`src/rtl/rv32im_pkg.sv`:
```
// Shared RV32IM definitions: ALU opcodes, M-extension funct3 and MDU FSM states.
// Imported by the execute-stage units.
package rv32im_pkg;

  typedef enum logic [3:0] {
    ALU_ADD, ALU_SUB, ALU_SLL, ALU_SLT, ALU_SLTU,
    ALU_XOR, ALU_SRL, ALU_SRA, ALU_OR, ALU_AND
  } alu_op_e;

  typedef enum logic [2:0] {
    F3_MUL    = 3'b000,
    F3_MULH   = 3'b001,
    F3_MULHSU = 3'b010,
    F3_MULHU  = 3'b011,
    F3_DIV    = 3'b100,
    F3_DIVU   = 3'b101,
    F3_REM    = 3'b110,
    F3_REMU   = 3'b111
  } mdu_funct3_e;

  typedef enum logic [2:0] {
    IDLE, MUL, DIV, FIX, DONE
  } mdu_state_e;

endpackage

```
`src/rtl/rv32im_div_step.sv`:
```
// Restoring divider iteration: resolves DIV_BITS quotient bits per call
// on unsigned magnitudes.
module rv32im_div_step
  import rv32im_pkg::*;
#(
  parameter int WIDTH    = 32,
  parameter int DIV_BITS = 1
) (
  input  logic [WIDTH-1:0] rem,
  input  logic [WIDTH-1:0] quo,
  input  logic [WIDTH-1:0] dvs,
  output logic [WIDTH-1:0] rem_nxt,
  output logic [WIDTH-1:0] quo_nxt
);

  logic [WIDTH:0]   r;
  logic [WIDTH:0]   t;
  logic [WIDTH-1:0] q;

  always_comb begin
    r = {1'b0, rem};
    q = quo;
    t = '0;
    for (int i = 0; i < DIV_BITS; i++) begin
      r = {r[WIDTH-1:0], q[WIDTH-1]};
      q = {q[WIDTH-2:0], 1'b0};
      t = r - {1'b0, dvs};
      // top bit of the trial is the borrow
      if (!t[WIDTH]) begin
        r    = t;
        q[0] = 1'b1;
      end
    end
    rem_nxt = r[WIDTH-1:0];
    quo_nxt = q;
  end

endmodule

```
`src/rtl/rv32im_mdu.sv`:
```
// RV32IM multiply/divide unit: single-cycle registered multiply,
// iterative restoring divide with a sign-fix state.
module rv32im_mdu
  import rv32im_pkg::*;
#(
  parameter int WIDTH    = 32,
  parameter int DIV_BITS = 1
) (
  input  logic             clk,
  input  logic             rst,
  input  logic             i_valid,
  output logic             o_ready,
  input  logic [2:0]       i_funct3,
  input  logic [WIDTH-1:0] i_rs1_data,
  input  logic [WIDTH-1:0] i_rs2_data,
  input  logic             i_flush,
  output logic             o_valid,
  input  logic             i_ready,
  output logic [WIDTH-1:0] o_result,
  output logic             o_busy
);

  localparam int STEPS = WIDTH / DIV_BITS;
  localparam int CW    = $clog2(STEPS) + 1;
  localparam logic [CW-1:0] LAST = CW'(STEPS - 1);
  localparam logic [WIDTH-1:0] MIN = {1'b1, {(WIDTH-1){1'b0}}};

  mdu_state_e state, state_d;

  logic [2:0]         op_q;
  logic [WIDTH-1:0]   a_q, b_q;
  logic [WIDTH-1:0]   rem_q, quo_q, dvs_q, res_q;
  logic [2*WIDTH-1:0] prod_q;
  logic [CW-1:0]      cnt_q;

  logic               accept;
  logic               in_sgn;
  logic               in_special;
  logic [WIDTH-1:0]   in_ua, in_ub;
  logic [WIDTH-1:0]   rem_nxt, quo_nxt;
  logic [2*WIDTH-1:0] ext_a, ext_b;
  logic               sgn, dbz, ovf;
  logic               neg_q, neg_r;
  logic [WIDTH-1:0]   q_fix, r_fix;

  assign accept = (state == IDLE) && i_valid && !i_flush;
  assign in_sgn = ~i_funct3[0];
  assign in_ua  = (in_sgn && i_rs1_data[WIDTH-1]) ?
                  -i_rs1_data : i_rs1_data;
  assign in_ub  = (in_sgn && i_rs2_data[WIDTH-1]) ?
                  -i_rs2_data : i_rs2_data;
  assign in_special = (i_rs2_data == '0) ||
                      (in_sgn && i_rs1_data == MIN &&
                       i_rs2_data == '1);

  always_comb begin
    state_d = state;
    unique case (state)
      IDLE: begin
        if (i_valid) begin
          if (!i_funct3[2])   state_d = MUL;
          else if (in_special) state_d = FIX;
          else                state_d = DIV;
        end
      end
      MUL:  state_d = DONE;
      DIV:  if (cnt_q == LAST) state_d = FIX;
      FIX:  state_d = DONE;
      DONE: if (i_ready) state_d = IDLE;
      default: state_d = IDLE;
    endcase
    if (i_flush) state_d = IDLE;
  end

  always_ff @(posedge clk or negedge rst) begin
    if (!rst) state <= IDLE;
    else      state <= state_d;
  end

  rv32im_div_step #(
    .WIDTH    (WIDTH),
    .DIV_BITS (DIV_BITS)
  ) u_div_step (
    .rem     (rem_q),
    .quo     (quo_q),
    .dvs     (dvs_q),
    .rem_nxt (rem_nxt),
    .quo_nxt (quo_nxt)
  );

  // MUL low half is sign-agnostic, so only the high forms pick extension
  always_comb begin
    ext_a = {{WIDTH{(op_q != F3_MULHU) && a_q[WIDTH-1]}}, a_q};
    ext_b = {{WIDTH{(op_q == F3_MUL || op_q == F3_MULH) &&
                    b_q[WIDTH-1]}}, b_q};
  end

  assign sgn   = ~op_q[0];
  assign dbz   = (b_q == '0);
  assign ovf   = sgn && (a_q == MIN) && (b_q == '1);
  assign neg_q = sgn && (a_q[WIDTH-1] ^ b_q[WIDTH-1]);
  assign neg_r = sgn && a_q[WIDTH-1];

  always_comb begin
    q_fix = neg_q ? -quo_q : quo_q;
    r_fix = neg_r ? -rem_q : rem_q;
    if (dbz) begin
      q_fix = '1;
      r_fix = a_q;
    end else if (ovf) begin
      q_fix = a_q;
      r_fix = '0;
    end
  end

  always_ff @(posedge clk or negedge rst) begin
    if (!rst) begin
      op_q   <= '0;
      a_q    <= '0;
      b_q    <= '0;
      rem_q  <= '0;
      quo_q  <= '0;
      dvs_q  <= '0;
      res_q  <= '0;
      prod_q <= '0;
      cnt_q  <= '0;
    end else begin
      if (accept) begin
        op_q  <= i_funct3;
        a_q   <= i_rs1_data;
        b_q   <= i_rs2_data;
        rem_q <= '0;
        quo_q <= in_ua;
        dvs_q <= in_ub;
        cnt_q <= '0;
      end
      if (state == MUL) prod_q <= ext_a * ext_b;
      if (state == DIV) begin
        rem_q <= rem_nxt;
        quo_q <= quo_nxt;
        cnt_q <= cnt_q + CW'(1);
      end
      if (state == FIX) res_q <= op_q[1] ? r_fix : q_fix;
    end
  end

  assign o_result = !op_q[2] ?
                    ((op_q == F3_MUL) ? prod_q[WIDTH-1:0] :
                                        prod_q[2*WIDTH-1:WIDTH]) :
                    res_q;
  assign o_ready  = (state == IDLE);
  assign o_valid  = (state == DONE);
  assign o_busy   = (state != IDLE);

endmodule

```
`config.mk`:
```
export PLATFORM = sky130hd
export DESIGN_NAME = rv32im_mdu
export DESIGN_NICKNAME = d
export VERILOG_FILES = /design/src/rtl/rv32im_pkg.sv /design/src/rtl/rv32im_div_step.sv /design/src/rtl/rv32im_mdu.sv
export SDC_FILE = /design/constraint.sdc
export NUM_CORES = 2
export LEC_CHECK = 0
export CORE_MARGIN = 2
export CORE_UTILIZATION = 30
export DETAILED_ROUTE_END_ITERATION = 8
export SETUP_SLACK_MARGIN = 0.05
export SYNTH_ARGS = -nofsm -noshare
export SYNTH_HDL_FRONTEND = slang
export SYNTH_SLANG_ARGS = --single-unit
```
`constraint.sdc`:
```
create_clock -name clk -period 23.3 [get_ports clk]
set_clock_uncertainty 0.1 [all_clocks]
set_input_delay 2.33 -clock clk [delete_from_list [all_inputs] [get_ports clk]]
set_output_delay 2.33 -clock clk [all_outputs]
set_load 0.05 [all_outputs]
```
==> run summary <==
The number of nets in the final layout is 7,508. The number of buffers inserted to repair setup after CTS is 0. Entering global routing, the biggest net connects 86 pins. The worst register-to-register path has a depth of 25. The post-synthesis sequential area ratio is 12.3%. The overall via count from detail_route came out at 42,200. The number of synthesized register bits is 267. The die span in x came out at 430 um. The detailed-route DRC error count is 0. Global routing used 17.8% of the available tracks across all layers. Setup violations remaining at the end of the flow were counted as 0.

The final-report max-slew violation count came to 0. In this run, post-CTS hold repair placed 0 buffers. The synthesized area per cell came out at 8.74 um2.

The endpoint of the worst-slack reg-to-reg timing path is prod_q[60]. The cell type contributing the most total cell area after synthesis is sky130_fd_sc_hd__fa_1. The H-tree depth is 1. The number of max-cap violations is 0.

The root buffer cell chosen for the clock tree is sky130_fd_sc_hd__clkbuf_16. Port buffering added 106 buffers. By area the synthesized netlist is led by sky130_fd_sc_hd__fa_1 41%, sky130_fd_sc_hd__dfrtp_1 12%, sky130_fd_sc_hd__nand2_1 8.6%, sky130_fd_sc_hd__inv_1 7.9%, sky130_fd_sc_hd__ha_1 5.8%. The worst-case clock buffer depth came out at 3. The hold violation count in the final report came out at 0. The core region is 181,000 um2. The die extent in y came out at 430 um. The number of synthesized flops with an enable pin came out at 0. The post-detailed-route count of antenna-violating nets came out at 0. In this run the tightest slew margin relative to its limit is 22.8%. For the pin with the worst max-slew slack, the measured transition is 1.16 ns. The total wire length after detailed routing came out at 163,000 um. The highest fanout seen on the critical path is 32.

Data on the critical path is required at its endpoint by 23.69 ns. The clock sink total came out at 267. The final period utilization is 39.1%. The number of antenna violations at the first check in global routing came out at 3. The critical path is of the flop to flop type.

The floorplan step defined a die boundary enclosing 185,000 um2. The number of rows in the core area is 156. TritonCTS built the clock tree. The wire length of the first global-routing pass came out at 260,000 um. The arrival time of the worst setup path is 9.50 ns.

The placer congestion estimate came out at 0.930. The maximum clock rate came out at 110 MHz. In the final routed layout, each cell accounts on average for 19.2 um. The top-level I/O count is 107. The post-synthesis cell type count came out at 95. The worst min-delay path category is flop to flop. After synthesis the cells add up to 54,400 um2.

From synthesis to final layout, the design area changed by 7.99%. The post-route netlist has 3.50% of its cells at a drive strength greater than 1. The share of async-settable or async-resettable flops after synthesis is 100%. The number of gates resized after CTS was 0. The minimum clock period after layout came out at 9.10 ns. For hold timing, the worst endpoint is b_q[9]. Counting instances, the worst hold path has a depth of 2.

The effective utilization at floorplan came out at 30.1%. The number of global-route vias before repair came out at 44,600. The net count after synthesis came out at 7,672. The total CTS buffers came out at 30.

The flow ran to the end, and the final reports show no timing, DRC or antenna violations. The clock latency on the worst-skew pair is 0.59 ns. The critical path capture point type is a flop. Setup repair after global routing left no endpoint under its margin. After global routing the overflow that remains totals 0.

The top-area cell type share of the netlist area is 41.4%. The worst hold path begins at b_q[9]. The length of the first detailed-routing pass in iterations is 7. After clock tree synthesis, the clock-pin slew on the worst setup and hold paths is 0.07 ns. The startpoint of the lowest-slack register-to-register path is op_q[1].

The initial detailed-routing violation count is 3,126. In the synthesized netlist the dominant register cell turns out to be sky130_fd_sc_hd__dfrtp_1. Summed over all nets, the half-perimeter wirelength after detailed placement is 126,000 um.

During synthesis, Yosys emitted a total of 0 warnings. The aggregate negative setup slack came out at 0 ns. In the routed layout, each cell is associated on average with a via count of 4.99. The worst setup path is launched from a flop.

The instance count of the mapped netlist is 6,223. The reg-to-reg setup timing slack came out at 14.20 ns. The number of fill cells came out at 18,700.
==> through the flow <==
step / hold slack, ns / utilization [%] / worst slack [ns] / std cells / cell area [um2]
after floorplan: 0.340 / - / 15.32 / 6223 / 54400
after global placement: 0.355 / 31.9 / 14.45 / 8396 / 57700
after detailed placement: 0.364 / 31.9 / 14.39 / 8397 / 57700
after CTS: 0.378 / 32.5 / 14.37 / 8453 / 58700
after global routing: 0.394 / 32.5 / 13.83 / 8453 / 58700
final: 0.378 / 32.5 / 14.20 / 8458 / 58700
==> area by class of cell <==
cell class	count	area, um2	share of cell area [%]
Inverter	1152	4320	7.36
Antenna cell	5	12.5	0.0213
Clock inverter	14	168	0.285
Timing Repair Buffer	202	1790	3.04
Multi-Input combinational cell	4406	41900	71.4
Sequential cell	267	6690	11.4
Tap cell	2370	2970	5.05
Clock buffer	42	886	1.51
==> cells in the final DEF, fill, tap and decap left out, types with 21 or more instances in the layout <==
master and n:
sky130_fd_sc_hd__nand2_1 1247, sky130_fd_sc_hd__inv_1 1152, sky130_fd_sc_hd__fa_1 1126, sky130_fd_sc_hd__and2_1 313
sky130_fd_sc_hd__dfrtp_1 264, sky130_fd_sc_hd__o21ai_0 253, sky130_fd_sc_hd__ha_1 251, sky130_fd_sc_hd__a21oi_1 143
sky130_fd_sc_hd__nor2_1 140, sky130_fd_sc_hd__xnor2_1 132, sky130_fd_sc_hd__clkdlybuf4s50_1 105, sky130_fd_sc_hd__buf_4 96
sky130_fd_sc_hd__nand3_1 74, sky130_fd_sc_hd__xor2_1 69, sky130_fd_sc_hd__a21o_1 68, sky130_fd_sc_hd__a22oi_1 62
sky130_fd_sc_hd__nand4_1 49, sky130_fd_sc_hd__nor3_1 49, sky130_fd_sc_hd__o31ai_1 39, sky130_fd_sc_hd__clkbuf_16 30
sky130_fd_sc_hd__nor4_1 26, sky130_fd_sc_hd__o211ai_1 25, sky130_fd_sc_hd__nand2b_1 24, sky130_fd_sc_hd__a31oi_1 24
sky130_fd_sc_hd__o21a_1 21
==> logic make-up (layout without fill, tap and decap cells) <==
logic type	count (synthesis)	after routing	synth area share (%)
buffers and inverters	1550	1410	10.8
other	0	5	0
AOI/OAI and AO/OA	774	774	9.18
and+or+nand+nor	2050	2050	17.2
DFF	267	267	12.3
adders and majority gates	1377	1377	47.2
muxes	4	4	0.0759
xor gates and xnor gates	201	201	3.24
==> per-layer routing <==
layer	track usage (%)	wire length, um	up-vias
met5	0	13	-
met4	5.08	5240	2
met3	2.42	9460	214
met2	30.0	78400	1217
met1	23.9	69500	22100
li1	-	-	18700
==> flip-flops by register name, summed over array words and instances, names as in the netlist <==
signal,cells
a_q,32
b_q,32
cnt_q,6
dvs_q,31
op_q,3
prod_q,64
quo_q,32
rem_q,32
res_q,32
state,3
==> cells in the mapped netlist, drive strengths merged, types with 12 or more instances <==
| master | n |
|---|---|
| a211oi | 18 |
| a21o | 69 |
| a21oi | 143 |
| a22oi | 63 |
| a31oi | 24 |
| and2 | 314 |
| and3 | 20 |
| buf | 24 |
| clkbuf | 374 |
| dfrtp | 267 |
| fa | 1126 |
| ha | 251 |
| inv | 1152 |
| nand2 | 1250 |
| nand2b | 24 |
| nand3 | 74 |
| nand4 | 50 |
| nor2 | 143 |
| nor3 | 55 |
| nor4 | 32 |
| o211ai | 25 |
| o21a | 21 |
| o21ai | 261 |
| o31ai | 40 |
| or3 | 18 |
| or4 | 12 |
| xnor2 | 132 |
| xor2 | 69 |
==> worst max-delay path, stage by stage (launching register included) <==
cell	delay [ns]
sky130_fd_sc_hd__dfrtp_1	0.32
sky130_fd_sc_hd__buf_4	0.33
sky130_fd_sc_hd__nand2_1	0.09
sky130_fd_sc_hd__o21a_1	0.18
sky130_fd_sc_hd__buf_4	0.26
sky130_fd_sc_hd__nand2_1	0.16
sky130_fd_sc_hd__inv_1	0.10
sky130_fd_sc_hd__fa_1	0.58
sky130_fd_sc_hd__fa_1	0.56
sky130_fd_sc_hd__fa_1	0.71
sky130_fd_sc_hd__inv_1	0.31
sky130_fd_sc_hd__fa_1	0.60
sky130_fd_sc_hd__fa_1	0.46
sky130_fd_sc_hd__fa_1	0.57
sky130_fd_sc_hd__fa_1	0.43
sky130_fd_sc_hd__fa_1	0.51
sky130_fd_sc_hd__inv_1	0.05
sky130_fd_sc_hd__ha_1	0.37
sky130_fd_sc_hd__and2_1	0.21
sky130_fd_sc_hd__nand3_1	0.24
sky130_fd_sc_hd__or4_1	0.46
sky130_fd_sc_hd__a21oi_1	0.51
sky130_fd_sc_hd__o21ai_0	0.30
sky130_fd_sc_hd__a21oi_1	0.26
sky130_fd_sc_hd__nor3_1	0.07
sky130_fd_sc_hd__o31ai_1	0.22
==> worst max path at each step <==
stage                  from    endpoint  slack [ns]
global route        op_q[1]  prod_q[60]       13.83
detailed placement  op_q[1]  prod_q[62]       14.39
floorplan           op_q[2]  prod_q[63]       15.32
finish              op_q[1]  prod_q[60]       14.20
CTS                 op_q[1]  prod_q[62]       14.37
global placement    op_q[1]  prod_q[55]       14.45
Power is not shown: default switching activity piles up to over one toggle a cycle in this logic, so the estimate is an artifact.
